==> src/rtl/fpdiv_pkg.sv <==
// Shared types, flag indices and special-value builders for the iterative divider.
// Builders return a 64-bit pattern; callers cast to 1+EXP_W+MAN_W (which must be <= 64).
package fpdiv_pkg;

  typedef enum logic [2:0] {
    ST_IDLE  = 3'd0,
    ST_PREP  = 3'd1,
    ST_ITER  = 3'd2,
    ST_ROUND = 3'd3,
    ST_DONE  = 3'd4
  } fpdiv_state_t;

  localparam int FLAG_INVALID   = 4;
  localparam int FLAG_DIV_ZERO  = 3;
  localparam int FLAG_OVERFLOW  = 2;
  localparam int FLAG_UNDERFLOW = 1;
  localparam int FLAG_INEXACT   = 0;

  function automatic logic [63:0] fp_exp_ones(input int exp_w, input int man_w);
    return ((64'd1 << exp_w) - 64'd1) << man_w;
  endfunction

  function automatic logic [63:0] fp_qnan(input int exp_w, input int man_w);
    return fp_exp_ones(exp_w, man_w) | (64'd1 << (man_w - 1));
  endfunction

  function automatic logic [63:0] fp_inf(input logic sign, input int exp_w, input int man_w);
    return (64'(sign) << (exp_w + man_w)) | fp_exp_ones(exp_w, man_w);
  endfunction

  function automatic logic [63:0] fp_zero(input logic sign, input int exp_w, input int man_w);
    return 64'(sign) << (exp_w + man_w);
  endfunction

  function automatic logic [63:0] fp_max_finite(input logic sign, input int exp_w, input int man_w);
    return (64'(sign) << (exp_w + man_w))
         | (((64'd1 << exp_w) - 64'd2) << man_w)
         | ((64'd1 << man_w) - 64'd1);
  endfunction

endpackage

==> src/rtl/fpdiv_classify.sv <==
// Combinational operand classifier; takes the magnitude {exp, man} only.
module fpdiv_classify #(
  parameter int EXP_W = 8,
  parameter int MAN_W = 23
) (
  input  logic [EXP_W+MAN_W-1:0] mag,
  output logic                   is_zero,
  output logic                   is_inf,
  output logic                   is_nan,
  output logic                   is_sub
);

  logic [EXP_W-1:0] exp_f;
  logic [MAN_W-1:0] man_f;
  logic             exp_max;
  logic             exp_min;
  logic             man_nz;

  assign exp_f   = mag[MAN_W +: EXP_W];
  assign man_f   = mag[MAN_W-1:0];
  assign exp_max = &exp_f;
  assign exp_min = ~|exp_f;
  assign man_nz  = |man_f;

  assign is_zero = exp_min & ~man_nz;
  assign is_sub  = exp_min & man_nz;
  assign is_inf  = exp_max & ~man_nz;
  assign is_nan  = exp_max & man_nz;

endmodule

==> src/rtl/fpdiv_iter.sv <==
// Iterative restoring radix-2 floating-point divider with valid/ready handshakes.
// Optional round-to-nearest-even when FPDIV_ITER_ROUND_EN is defined; truncation otherwise.
//
// state | meaning
// IDLE  | in_ready=1, waiting for operands
// PREP  | classify operands, align significands, form working exponent
// ITER  | one quotient bit per cycle, MAN_W+2 cycles
// ROUND | round/normalise, range check, load result (specials pass through)
// DONE  | out_valid=1, result held until out_ready
module fpdiv_iter
  import fpdiv_pkg::*;
#(
  parameter int EXP_W = 8,
  parameter int MAN_W = 23
) (
  input  logic                   clk,
  input  logic                   rst_n,
  input  logic                   in_valid,
  output logic                   in_ready,
  input  logic [EXP_W+MAN_W:0]   dividend,
  input  logic [EXP_W+MAN_W:0]   divisor,
  output logic                   out_valid,
  input  logic                   out_ready,
  output logic [EXP_W+MAN_W:0]   quotient,
  output logic [4:0]             flags
);

  localparam int W  = 1 + EXP_W + MAN_W;
  localparam int SW = MAN_W + 1;
  localparam int RW = MAN_W + 2;
  localparam int QW = MAN_W + 2;
  localparam int XW = EXP_W + 2;
  localparam int CW = $clog2(QW + 1);
  localparam logic signed [XW-1:0] BIAS    = XW'((1 << (EXP_W - 1)) - 1);
  localparam logic signed [XW-1:0] EXP_MAX = XW'((1 << EXP_W) - 1);

  fpdiv_state_t state;

  logic [W-1:0]           a_q, b_q;
  logic [RW-1:0]          rem;
  logic [SW-1:0]          div_sig;
  logic [QW-1:0]          q_bits;
  logic signed [XW-1:0]   exp_work;
  logic                   sign_q;
  logic [CW-1:0]          cnt;
  logic                   bypass;
  logic [W-1:0]           spec_q;
  logic [4:0]             spec_fq;

  logic a_zero, a_inf, a_nan, a_sub;
  logic b_zero, b_inf, b_nan, b_sub;

  fpdiv_classify #(.EXP_W(EXP_W), .MAN_W(MAN_W)) u_cls_a (
    .mag(a_q[W-2:0]), .is_zero(a_zero), .is_inf(a_inf), .is_nan(a_nan), .is_sub(a_sub)
  );
  fpdiv_classify #(.EXP_W(EXP_W), .MAN_W(MAN_W)) u_cls_b (
    .mag(b_q[W-2:0]), .is_zero(b_zero), .is_inf(b_inf), .is_nan(b_nan), .is_sub(b_sub)
  );

  // Subnormals are flushed to zero before classification.
  logic a_z, b_z, sgn, special;
  logic [W-1:0] spec_res;
  logic [4:0]   spec_flg;
  logic [SW-1:0] sig1, sig2;
  logic signed [XW-1:0] exp_pre;

  assign a_z     = a_zero | a_sub;
  assign b_z     = b_zero | b_sub;
  assign sgn     = a_q[W-1] ^ b_q[W-1];
  assign sig1    = {1'b1, a_q[MAN_W-1:0]};
  assign sig2    = {1'b1, b_q[MAN_W-1:0]};
  assign exp_pre = $signed({2'b00, a_q[MAN_W +: EXP_W]}) - $signed({2'b00, b_q[MAN_W +: EXP_W]}) + BIAS;

  always_comb begin
    spec_res = '0;
    spec_flg = '0;
    special  = 1'b1;
    if (a_nan | b_nan | (a_z & b_z) | (a_inf & b_inf)) begin
      spec_res = W'(fp_qnan(EXP_W, MAN_W));
      spec_flg[FLAG_INVALID] = 1'b1;
    end else if (b_z & ~a_inf) begin
      spec_res = W'(fp_inf(sgn, EXP_W, MAN_W));
      spec_flg[FLAG_DIV_ZERO] = 1'b1;
    end else if (a_inf) begin
      spec_res = W'(fp_inf(sgn, EXP_W, MAN_W));
    end else if (a_z | b_inf) begin
      spec_res = W'(fp_zero(sgn, EXP_W, MAN_W));
    end else begin
      special = 1'b0;
    end
  end

  logic [RW:0]   diff;
  logic          trial_ge;
  logic [RW-1:0] rem_keep;

  assign diff     = {1'b0, rem} - {2'b00, div_sig};
  assign trial_ge = ~diff[RW];
  assign rem_keep = trial_ge ? diff[RW-1:0] : rem;

  logic                 guard, sticky, round_up, carry;
  logic [SW:0]          sum;
  logic [MAN_W-1:0]     frac;
  logic signed [XW-1:0] exp_r;
  logic [W-1:0]         rnd_res;
  logic [4:0]           rnd_flg;

  always_comb begin
    guard  = q_bits[0];
    sticky = |rem;
`ifdef FPDIV_ITER_ROUND_EN
    round_up = guard & (sticky | q_bits[1]);
`else
    round_up = 1'b0;
`endif
    sum   = {1'b0, q_bits[QW-1:1]} + {{SW{1'b0}}, round_up};
    carry = sum[SW];
    frac  = carry ? sum[MAN_W:1] : sum[MAN_W-1:0];
    exp_r = exp_work + $signed({{(XW-1){1'b0}}, carry});
    rnd_flg = '0;
    rnd_res = {sign_q, exp_r[EXP_W-1:0], frac};
    if (exp_r >= EXP_MAX) begin
`ifdef FPDIV_ITER_ROUND_EN
      rnd_res = W'(fp_inf(sign_q, EXP_W, MAN_W));
`else
      rnd_res = W'(fp_max_finite(sign_q, EXP_W, MAN_W));
`endif
      rnd_flg[FLAG_OVERFLOW] = 1'b1;
      rnd_flg[FLAG_INEXACT]  = 1'b1;
    end else if (exp_r[XW-1] || (exp_r == '0)) begin
      rnd_res = W'(fp_zero(sign_q, EXP_W, MAN_W));
      rnd_flg[FLAG_UNDERFLOW] = 1'b1;
      rnd_flg[FLAG_INEXACT]   = 1'b1;
    end else begin
      rnd_flg[FLAG_INEXACT] = guard | sticky;
    end
  end

  // Specials also pass through ROUND so their result appears two edges after accept.
  always_ff @(posedge clk or negedge rst_n) begin
    if (!rst_n) begin
      state    <= ST_IDLE;
      a_q      <= '0;
      b_q      <= '0;
      rem      <= '0;
      div_sig  <= '0;
      q_bits   <= '0;
      exp_work <= '0;
      sign_q   <= 1'b0;
      cnt      <= '0;
      bypass   <= 1'b0;
      spec_q   <= '0;
      spec_fq  <= '0;
      quotient <= '0;
      flags    <= '0;
    end else begin
      case (state)
        ST_IDLE: begin
          if (in_valid) begin
            a_q   <= dividend;
            b_q   <= divisor;
            state <= ST_PREP;
          end
        end
        ST_PREP: begin
          sign_q  <= sgn;
          bypass  <= special;
          spec_q  <= spec_res;
          spec_fq <= spec_flg;
          if (special) begin
            state <= ST_ROUND;
          end else begin
            div_sig <= sig2;
            q_bits  <= '0;
            cnt     <= CW'(QW);
            if (sig1 < sig2) begin
              rem      <= {sig1, 1'b0};
              exp_work <= exp_pre - XW'(1);
            end else begin
              rem      <= {1'b0, sig1};
              exp_work <= exp_pre;
            end
            state <= ST_ITER;
          end
        end
        ST_ITER: begin
          rem    <= rem_keep << 1;
          q_bits <= {q_bits[QW-2:0], trial_ge};
          cnt    <= cnt - CW'(1);
          if (cnt == CW'(1)) state <= ST_ROUND;
        end
        ST_ROUND: begin
          quotient <= bypass ? spec_q  : rnd_res;
          flags    <= bypass ? spec_fq : rnd_flg;
          state    <= ST_DONE;
        end
        ST_DONE: begin
          if (out_ready) state <= ST_IDLE;
        end
        default: state <= ST_IDLE;
      endcase
    end
  end

  assign in_ready  = (state == ST_IDLE);
  assign out_valid = (state == ST_DONE);

endmodule

==> config.mk <==
export PLATFORM = sky130hd
export DESIGN_NAME = fpdiv_iter
export DESIGN_NICKNAME = d
export VERILOG_FILES = /design/src/rtl/fpdiv_pkg.sv /design/src/rtl/fpdiv_classify.sv /design/src/rtl/fpdiv_iter.sv
export SDC_FILE = /design/constraint.sdc
export NUM_CORES = 1
export LEC_CHECK = 0
export ABC_AREA = 1
export CORE_UTILIZATION = 35
export CTS_CLUSTER_SIZE = 8
export DETAILED_ROUTE_END_ITERATION = 16
export PLACE_DENSITY = 0.59
export SYNTH_ARGS = -nofsm -noshare
export SYNTH_HDL_FRONTEND = slang
export SYNTH_SLANG_ARGS = --single-unit
==> constraint.sdc <==
create_clock -name clk -period 3.1 [get_ports clk]
set_input_delay 0.62 -clock clk [delete_from_list [all_inputs] [get_ports clk]]
set_output_delay 0.62 -clock clk [all_outputs]
set_load 0.005 [all_outputs]
Word level (Yosys, flattened, before mapping)
Index checks and enable logic that the tools add are counted.
W data, S select, Z words.
{ "totals": {"regBits": 228, "elab_cells": 105, "input_bits": 68, "output_inout_bits": 39} }
{ "op_classes": {"mux": 34, "n_lt_le_gt_ge": 2, "add_sub_neg": 5, "n_reduce_logical": 17, "eq_ne": 9, "bitwise_logic": 24} }
{ "op_table": {"columns": ["operator", "n"], "rows": [
  ["$mux W32", 5],
  ["$mux W31", 2],
  ["$mux W25", 2],
  ["$pmux W25 S2", 1],
  ["$mux W24", 2],
  ["$pmux W24 S2", 1],
  ["$reduce_or A23 Y1", 2],
  ["$sub A25 B24 Y26", 1],
  ["$reduce_or A25 Y1", 1],
  ["$lt A24 B24 Y1", 1],
  ["$reduce_and A8 Y1", 2],
  ["$reduce_or A8 Y1", 2],
  ["$pmux W3 S5", 1],
  ["$mux W1", 13],
  ["$and A1 B1 Y1", 11],
  ["$add A9 B8 Y10 const B", 1],
  ["$ge A10 B9 Y1 const B", 1],
  ["$logic_not A10 Y1", 1],
  ["$mux W10", 1],
  ["$mux W5", 2],
  ["$pmux W5 S2", 1],
  ["$sub A10 B2 Y10 const B", 1],
  ["$mux W3", 3],
  ["$sub A8 B8 Y9", 1],
  ["16 further kinds", 32]
]} }

Longest topological paths before layout
Gate-level depths: netlist of the first run.
{ "logic_depth": {"depth_word": 11, "depth_mapped": 20, "mapped_depth_nobuf": 20} }

Cells and area by module
Synthesis of the first run repeated with hierarchy kept, for this count alone.
{ "hier_totals": {"cells_unflattened": 1488, "area_unflattened_um2": 11664.9} }
{ "by_module_without_submodules": {"columns": ["module", "cells_each", "n_inst", "area_each_um2", "seq_area_each_um2"], "rows": [
  ["fpdiv_iter", 1410, 1, 11337.1, 4954.8],
  ["fpdiv_classify", 39, 2, 163.9, 0.0]
]} }

Worst setup path after synthesis of the first run
Ideal clock, no wire load.
{ "synth_timing": {"path_type": "flip-flop to flip-flop", "startpoint": "register a_q[23]", "endpoint": "register exp_work[7]", "arrival_ns": 2.222, "required_ns": 2.973, "path_buffers": 0, "synth_period_minus_slack_ns": 2.349, "setup_slack_ns": 0.751, "setup_time_ns": 0.127, "stages_incl_launch_ff": 15, "cell_sequence": "dfrtp_1 inv_1 ha_1 inv_1 fa_1 inv_1 ha_1 nand4_1 nand3b_1 nor2_1 nand2_1 nor2_1 nand2_1 nand3_1 o21ai_0"} }
{ "synth_via": {"elab_chain_len": 11, "word_cells_on_any_way": 26, "cone_classes": "add/sub: 3; mux: 5; bitwise: 14; reduce/logical: 4"} }
{ "synth_lines": {"columns": ["item", "line_no", "text"], "rows": [
  ["start, declared", "fpdiv_iter.sv:39", "logic [W-1:0] a_q, b_q;"],
  ["start signal, assigned", "fpdiv_iter.sv:160", "a_q <= dividend;"],
  ["branches (longest 11 deep; another with $add A9 B8 Y10)", null, null],
  ["end signal, assigned", "fpdiv_iter.sv:178", "exp_work <= exp_pre - XW'(1);"],
  ["end signal, assigned", "fpdiv_iter.sv:181", "exp_work <= exp_pre;"],
  ["end, declared", "fpdiv_iter.sv:43", "logic signed [XW-1:0] exp_work;"]
]} }
Parallel ways; which one is timed is not known.
A chain may end at the register's enable or synchronous reset.

Worst setup path after layout of the first run
{ "layout_timing": {"startpoint": "register state[2]", "endpoint": "output in_ready"} }
{ "layout_via": {"elab_chain_len": 1} }
{ "layout_lines": {"columns": ["item", "line_no", "text"], "rows": [
  ["start, declared", "fpdiv_iter.sv:37", "fpdiv_state_t state;"],
  ["start signal, assigned", "fpdiv_iter.sv:142", "state <= ST_IDLE;"],
  ["start signal, assigned", "fpdiv_iter.sv:162", "state <= ST_PREP;"],
  ["start signal, assigned", "fpdiv_iter.sv:171", "state <= ST_ROUND;"],
  ["$logic_not A3 Y1", "fpdiv_iter.sv:205", "assign in_ready = (state == ST_IDLE);"],
  ["end, declared", "fpdiv_iter.sv:19", "output logic in_ready,"]
]} }
Every way passes these cells.

==> results by group, run 1 <==
Global route
  – First-pass GRT wire length: 52.0 mm
  – Initial antenna violation count: 0
  – Vias in the first global route: 10100
  – GRT Resource Usage Total: 19.5%
  – Largest net degree at the start of global routing: 70
  – Gr ovfl total: 0

STA
  – Final Setup Violations: 0
  – Worst slew pin tran: 0.688 ns
  – Post-route setup TNS: 0 ns
  – Max Clock Skew: 0.0131 ns
  – RSZ-0062 raised after global routing: false
  – Post-layout minimum cycle time: 2.67 ns
  – Final setup margin: 0.428 ns
  – Max-slew violations: 0
  – Slew HR: 54.1%
  – Final Hold Vio Count: 0
  – Hold Slack: 0.183 ns
  – Fin crit share: 86.2%
  – Highest Clock Rate: 374 MHz

Yosys
  – Post-synth top area share: 43.3%
  – Syn Nets: 1663
  – Synth warnings: 0
  – Top FF cell, synth: dfrtp_1
  – Mapped Cells: 1535
  – EDFF count, synth: 0
  – Synth unique cells: 42
  – Netlist Area Pre-Place: 0.0114 mm2
  – #FFs+latches synth: 198
  – Post-synthesis sequential area ratio: 43.3%
  – Leading area contributor after synthesis: dfrtp_1
  – Syn avg cell area: 7.46 um2
  – Share of synthesized flip-flops with an asynchronous set or reset: 100%
  – Area contributors post-synth: dfrtp_1 43%, nand2_1 14%, ha_1 6.3%

Layout
  – Share of layout cells above drive strength 1: 4.87%
  – # diodes: 0
  – Area Overhead vs Synth: 19.0%
  – Commonest non-fill, non-tap cell in the layout: nand2_1
  – Final non-filler cell total: 2077
  – Most frequent cells in the layout: 435 x nand2_1, 198 x dfrtp_1, 182 x inv_1
  – # nets final: 1757

Floorplan
  – # rows: 65
  – Die height: 183 um
  – Area of the die: 0.0334 mm2
  – Top Ports: 107
  – Core box area: 0.0319 mm2
  – Initial Util: 35.9%
  – Die Wd: 183 um

Clock tree
  – Clock-pin slew on the worst setup and hold paths: 0.08 ns
  – CTS buffer count: 17
  – Clk root buf: clkbuf_16
  – CTS max path bufs: 2
  – # resized after CTS: 0
  – Worst skew pair latency: 0.45 ns
  – CTS Hold Bufs: 0
  – CTS H-Tree Depth: 4
  – Postcts setup bufs: 0
  – Clk sinks: 198
  – CTS tree: yes

Detailed routing
  – Initial drt markers: 751
  – DR pass1 iterations: 5
  – Via-per-instance ratio: 4.95
  – Vias post-DR: 10300
  – WL/cell: 15.0 um
  – Remaining antenna violation count: 0
  – Final wirelength: 31.1 mm
  – Drc violations: 0

Hold path
  – HP Class: input port to asynchronous set/reset pin

Setup path
  – Critical path endpoint category: output pin
  – Crit Path Class: flip-flop to output pin
  – CP Data Required Time: 2.48 ns
  – Critical Path Source Type: flip-flop
  – Crit Path Max Fanout: 5
  – CP Data Arrival Time: 2.05 ns

Place
  – Gpl congestion: 0.865
  – HPWL Detailed: 23.0 mm
  – Placed Cells: 2045
  – Port bufs: 106
  – Post-Place Worst Slack: 0.510 ns

Pwr
  – Peak supply drop: 0.487 mV
  – Lkg Pwr: 0.00670 uW
  – Pwr/cell area: 1280 mW/mm2

Job
  – Max Cap Violations: 0

Run status
  – Status: finished clean
## cells in the mapped netlist, types with 8 or more instances
| cell type | instances |
|---|---|
| nor4_1 | 8 |
| xnor2_1 | 10 |
| ha_1 | 58 |
| nand2_1 | 436 |
| a21oi_1 | 123 |
| nor2_1 | 127 |
| clkbuf_1 | 34 |
| nand3b_1 | 8 |
| inv_2 | 13 |
| nand3_1 | 117 |
| dfrtp_1 | 198 |
| o21ai_0 | 89 |
| nand4_1 | 28 |
| buf_2 | 17 |
| o211ai_1 | 21 |
| nor3_1 | 11 |
| inv_1 | 182 |
## power by group
group          leakage, uW  switching [uW]  internal (uW)
registers          0.00240             740           3680
logic              0.00403            6960           3890
clock network     0.000275            1110           1060
## cell type report
type | count | area (um2)
fill | 3331 | 18300
multi-input combinational | 1090 | 5550
sequential | 198 | 4950
timing repair buffer | 127 | 1270
inverter | 195 | 732
tap | 435 | 544
clock buffer | 17 | 425
clock inverter | 15 | 144
## cells by family (layout without fill, tap and decap cells)
| group | after synthesis | after routing | share of synthesized area [%] |
|---|---|---|---|
| and+or+nand+nor | 743 | 743 | 27.2 |
| AOI/OAI and AO/OA | 267 | 267 | 12.9 |
| buffers and inverters | 247 | 354 | 8.35 |
| DFF | 198 | 198 | 43.3 |
| adders and majority gates | 60 | 60 | 6.69 |
| xor gates and xnor gates | 16 | 16 | 1.22 |
| muxes | 4 | 4 | 0.394 |
## state kept, by name, indices dropped and copies added, names as in the netlist
| register | count |
|---|---|
| a_q | 32 |
| bypass | 1 |
| q_bits | 24 |
| sign_q | 1 |
| state | 3 |
| div_sig | 24 |
| spec_q | 3 |
| b_q | 32 |
| quotient | 32 |
| exp_work | 10 |
| rem | 25 |
| flags | 5 |
| cnt | 5 |
| spec_fq | 1 |
## routing by layer
layer | global-route usage (%) | part of all wire [%]
met5 | 0 | 0
met4 | 4.53 | 1.2
met3 | 3.02 | 4.3
met2 | 31.3 | 45
met1 | 27.7 | 50
## critical path, cell delays in order (launching register included)
cell,delay [ns]
dfrtp_1,0.47
nor3_1,0.52
clkdlybuf4s50_1,0.62
## path summary, 6_finish.rpt
check	from	endpoint	slack [ns]	cells after the start
hold / removal	rst_n	b_q[7]$_DFFE_PN0P_	0.18	1
setup reg to reg	b_q[21]$_DFFE_PN0P_	rem[19]$_DFFE_PN0P_	0.47	13
hold reg to reg	div_sig[23]$_DFFE_PN0P_	div_sig[23]$_DFFE_PN0P_	0.46	2
max in group asynchronous	rst_n	a_q[23]$_DFFE_PN0P_	2.11	2
setup / recovery	state[2]$_DFFE_PN0P_	in_ready	0.43	2
min in group clk	div_sig[23]$_DFFE_PN0P_	div_sig[23]$_DFFE_PN0P_	0.46	2
## through the flow
stage | utilization [%] | power [uW] | cell area (um2)
2_1_floorplan | - | 12100 | 11400
3_3_place_gp | 40.9 | 15100 | 13100
3_5_place_dp | 40.9 | 15200 | 13100
4_1_cts | 42.7 | 17500 | 13600
5_1_grt | 42.7 | 19300 | 13600
6_report | 42.7 | 17400 | 13600
No activity file was read; power rests on OpenSTA's default activity.
==> run 2: changes to the inputs <==
--- a/config.mk
+++ b/config.mk
@@ -10,6 +10,7 @@
 export CTS_CLUSTER_SIZE = 8
 export DETAILED_ROUTE_END_ITERATION = 16
 export PLACE_DENSITY = 0.59
+export SKIP_CTS_REPAIR_TIMING = 1
 export SYNTH_ARGS = -nofsm -noshare
 export SYNTH_HDL_FRONTEND = slang
 export SYNTH_SLANG_ARGS = --single-unit
==> results of run 2 <==
Same layout as run 1: the final DEF is identical, and so are final timing and power.
==> run 3: changes to the inputs <==
--- a/config.mk
+++ b/config.mk
@@ -6,6 +6,8 @@
 export NUM_CORES = 1
 export LEC_CHECK = 0
 export ABC_AREA = 1
+export CORE_ASPECT_RATIO = 0.75
+export CORE_MARGIN = 2
 export CORE_UTILIZATION = 35
 export CTS_CLUSTER_SIZE = 8
 export DETAILED_ROUTE_END_ITERATION = 16
==> run 3 against run 2 <==
Against the previous run: combinational power about the same; setup slack improved by 0.021 ns; largest power group unchanged; routed wire length increased by 2.1%; hold slack got worse by 0.054 ns; highest routed layer unchanged; flip-flop and latch count unchanged; non-clock buffer count decreased by 1.
==> results by group, run 3 (same netlist as run 1, synthesis figures left out) <==
Run status
  – Status: finished clean (unchanged)

Global route
  – Gr ovfl total: 0 (unchanged)
  – Vias in the first global route: 9836 (was 10100)
  – First-pass GRT wire length: 51.9 mm (was 52.0 mm)
  – GRT Resource Usage Total: 19.4% (was 19.5%)
  – Initial antenna violation count: 0 (unchanged)
  – Largest net degree at the start of global routing: 84 (was 70)

Layout
  – Most frequent cells in the layout: 435 x nand2_1, 198 x dfrtp_1, 182 x inv_1 (unchanged)
  – Share of layout cells above drive strength 1: 4.81% (was 4.87%)
  – # nets final: 1756 (was 1757)
  – # diodes: 0 (unchanged)
  – Commonest non-fill, non-tap cell in the layout: nand2_1 (unchanged)
  – Leading registers by flop count: a_q x32, b_q x32, quotient x32 (unchanged)
  – Area Overhead vs Synth: 19.5% (was 19.0%)
  – Final instance area: 0.0137 mm2 (was 0.0136 mm2)

Floorplan
  – # rows: 57 (was 65)
  – Top Ports: 107 (unchanged)
  – Core box area: 0.0323 mm2 (was 0.0319 mm2)
  – Area of the die: 0.0342 mm2 (was 0.0334 mm2)
  – Initial Util: 35.4% (was 35.9%)
  – Die height: 161 um (was 183 um)
  – Die Wd: 213 um (was 183 um)

Clock tree
  – Clk sinks: 198 (unchanged)
  – CTS buffer count: 17 (unchanged)
  – CTS H-Tree Depth: 4 (unchanged)
  – CTS tree: yes (unchanged)
  – Clock-pin slew on the worst setup and hold paths: 0.08 ns (about the same)
  – CTS max path bufs: 2 (unchanged)
  – Worst skew pair latency: 0.46 ns (was 0.45 ns)
  – Clk root buf: clkbuf_16 (unchanged)

Detailed routing
  – WL/cell: 15.2 um (was 15.0 um)
  – Initial drt markers: 768 (was 751)
  – Vias post-DR: 10300 (about the same)
  – DR pass1 iterations: 5 (unchanged)
  – Final wirelength: 31.7 mm (was 31.1 mm)
  – Drc violations: 0 (unchanged)
  – Remaining antenna violation count: 0 (unchanged)
  – Via-per-instance ratio: 4.94 (was 4.95)

Place
  – Gpl congestion: 0.929 (was 0.865)
  – Port bufs: 106 (unchanged)
  – Post-Place Worst Slack: 0.523 ns (was 0.510 ns)
  – HPWL Detailed: 23.8 mm (was 23.0 mm)
  – Placement Cell Area: 0.0131 mm2 (about the same)

STA
  – Post-route setup TNS: 0 ns (unchanged)
  – Slew HR: 50.9% (was 54.1%)
  – Worst slew pin tran: 0.729 ns (was 0.688 ns)
  – Final Setup Violations: 0 (unchanged)
  – Max Clock Skew: 0.0130 ns (was 0.0131 ns)
  – Post-layout minimum cycle time: 2.65 ns (was 2.67 ns)
  – RSZ-0062 raised after global routing: false (unchanged)
  – Fin crit share: 85.5% (was 86.2%)
  – Final setup margin: 0.449 ns (was 0.428 ns)
  – Max-slew violations: 0 (unchanged)
  – Final Hold Vio Count: 0 (unchanged)
  – Highest Clock Rate: 377 MHz (was 374 MHz)

Setup path
  – Worst path cell trace: nor3_1 -> clkdlybuf4s50_1 (unchanged)
  – CP Data Arrival Time: 2.03 ns (was 2.05 ns)
  – Critical path endpoint category: output pin (unchanged)
  – Critical-path top delay cell: clkdlybuf4s50_1 (unchanged)
  – CP Data Required Time: 2.48 ns (about the same)
  – CP peak stage delay: 0.62 ns (about the same)
  – Crit Path Class: flip-flop to output pin (unchanged)
  – Crit Path Max Fanout: 4 (was 5)
  – Critical Path Source Type: flip-flop (unchanged)

Job
  – Max Cap Violations: 0 (unchanged)

Hold path
  – HP Class: input port to asynchronous set/reset pin (unchanged)

Pwr
  – Peak supply drop: 0.542 mV (was 0.487 mV)
  – Pwr/cell area: 1300 mW/mm2 (was 1280 mW/mm2)
  – Lkg Pwr: 0.00672 uW (was 0.00670 uW)
==> run 3: changes by cell type in the layout (fill, tap and decap cells not counted), sizes merged <==
cell	previous run	this run
buf	21	20
inv	200	198
bufinv	0	2
clkinv	8	7
clkinvlp	2	1
clkbuf	18	20
==> run 3: area by class of cell <==
class / instances / area, um2
fill: 3318 / 18600
multi-input combinational: 1090 / 5550
sequential: 198 / 4950
timing repair buffer: 126 / 1260
inverter: 195 / 732
tap: 442 / 553
clock buffer: 19 / 453
clock inverter: 13 / 169
==> run 3: report_power, final <==
part / internal (uW) / total [uW] / switching (uW) / leakage (uW)
Clock: 1260 / 2360 / 1100 / 0.000302
Combinational: 3880 / 10900 / 7060 / 0.00402
Sequential: 3680 / 4430 / 748 / 0.00240
==> run 3: final timing paths <==
check,start,end,slack (ns),cells past startpoint
max,state[1]$_DFFE_PN0P_,in_ready,0.45,2
min,rst_n,div_sig[15]$_DFFE_PN0P_,0.13,1
max reg2reg,rem[2]$_DFFE_PN0P_,rem[5]$_DFFE_PN0P_,0.48,15
min reg2reg,div_sig[23]$_DFFE_PN0P_,div_sig[23]$_DFFE_PN0P_,0.46,2
max in group asynchronous,rst_n,b_q[4]$_DFFE_PN0P_,2.12,2
min in group clk,div_sig[23]$_DFFE_PN0P_,div_sig[23]$_DFFE_PN0P_,0.46,2
==> run 3: worst max-delay path, delay by kind of cell (launching register included) <==
family | cells | cell delay [ns]
buffers and inverters | 1 | 0.62
and+or+nand+nor | 1 | 0.51
DFF | 1 | 0.44
==> run 3: routing by layer <==
metal  up-vias  global-route usage (%)  part of all wire, %
met1      4784                    29.1                   51
met4         0                    6.26                  1.8
met5         -                       0                    0
li1       5179                       -                    -
met2       281                    27.3                   41
met3        36                    4.30                  6.5
==> run 3: metrics by stage <==
| stage | hold slack, ns | instances | power (uW) | utilization [%] |
|---|---|---|---|---|
| floorplan | 0.324 | 1535 | 12100 | - |
| global placement | 0.444 | 2051 | 15100 | 40.4 |
| detailed placement | 0.450 | 2051 | 15200 | 40.4 |
| CTS | 0.142 | 2083 | 17700 | 42.3 |
| global route | 0.165 | 2083 | 19500 | 42.3 |
| finish | 0.129 | 2083 | 17700 | 42.3 |
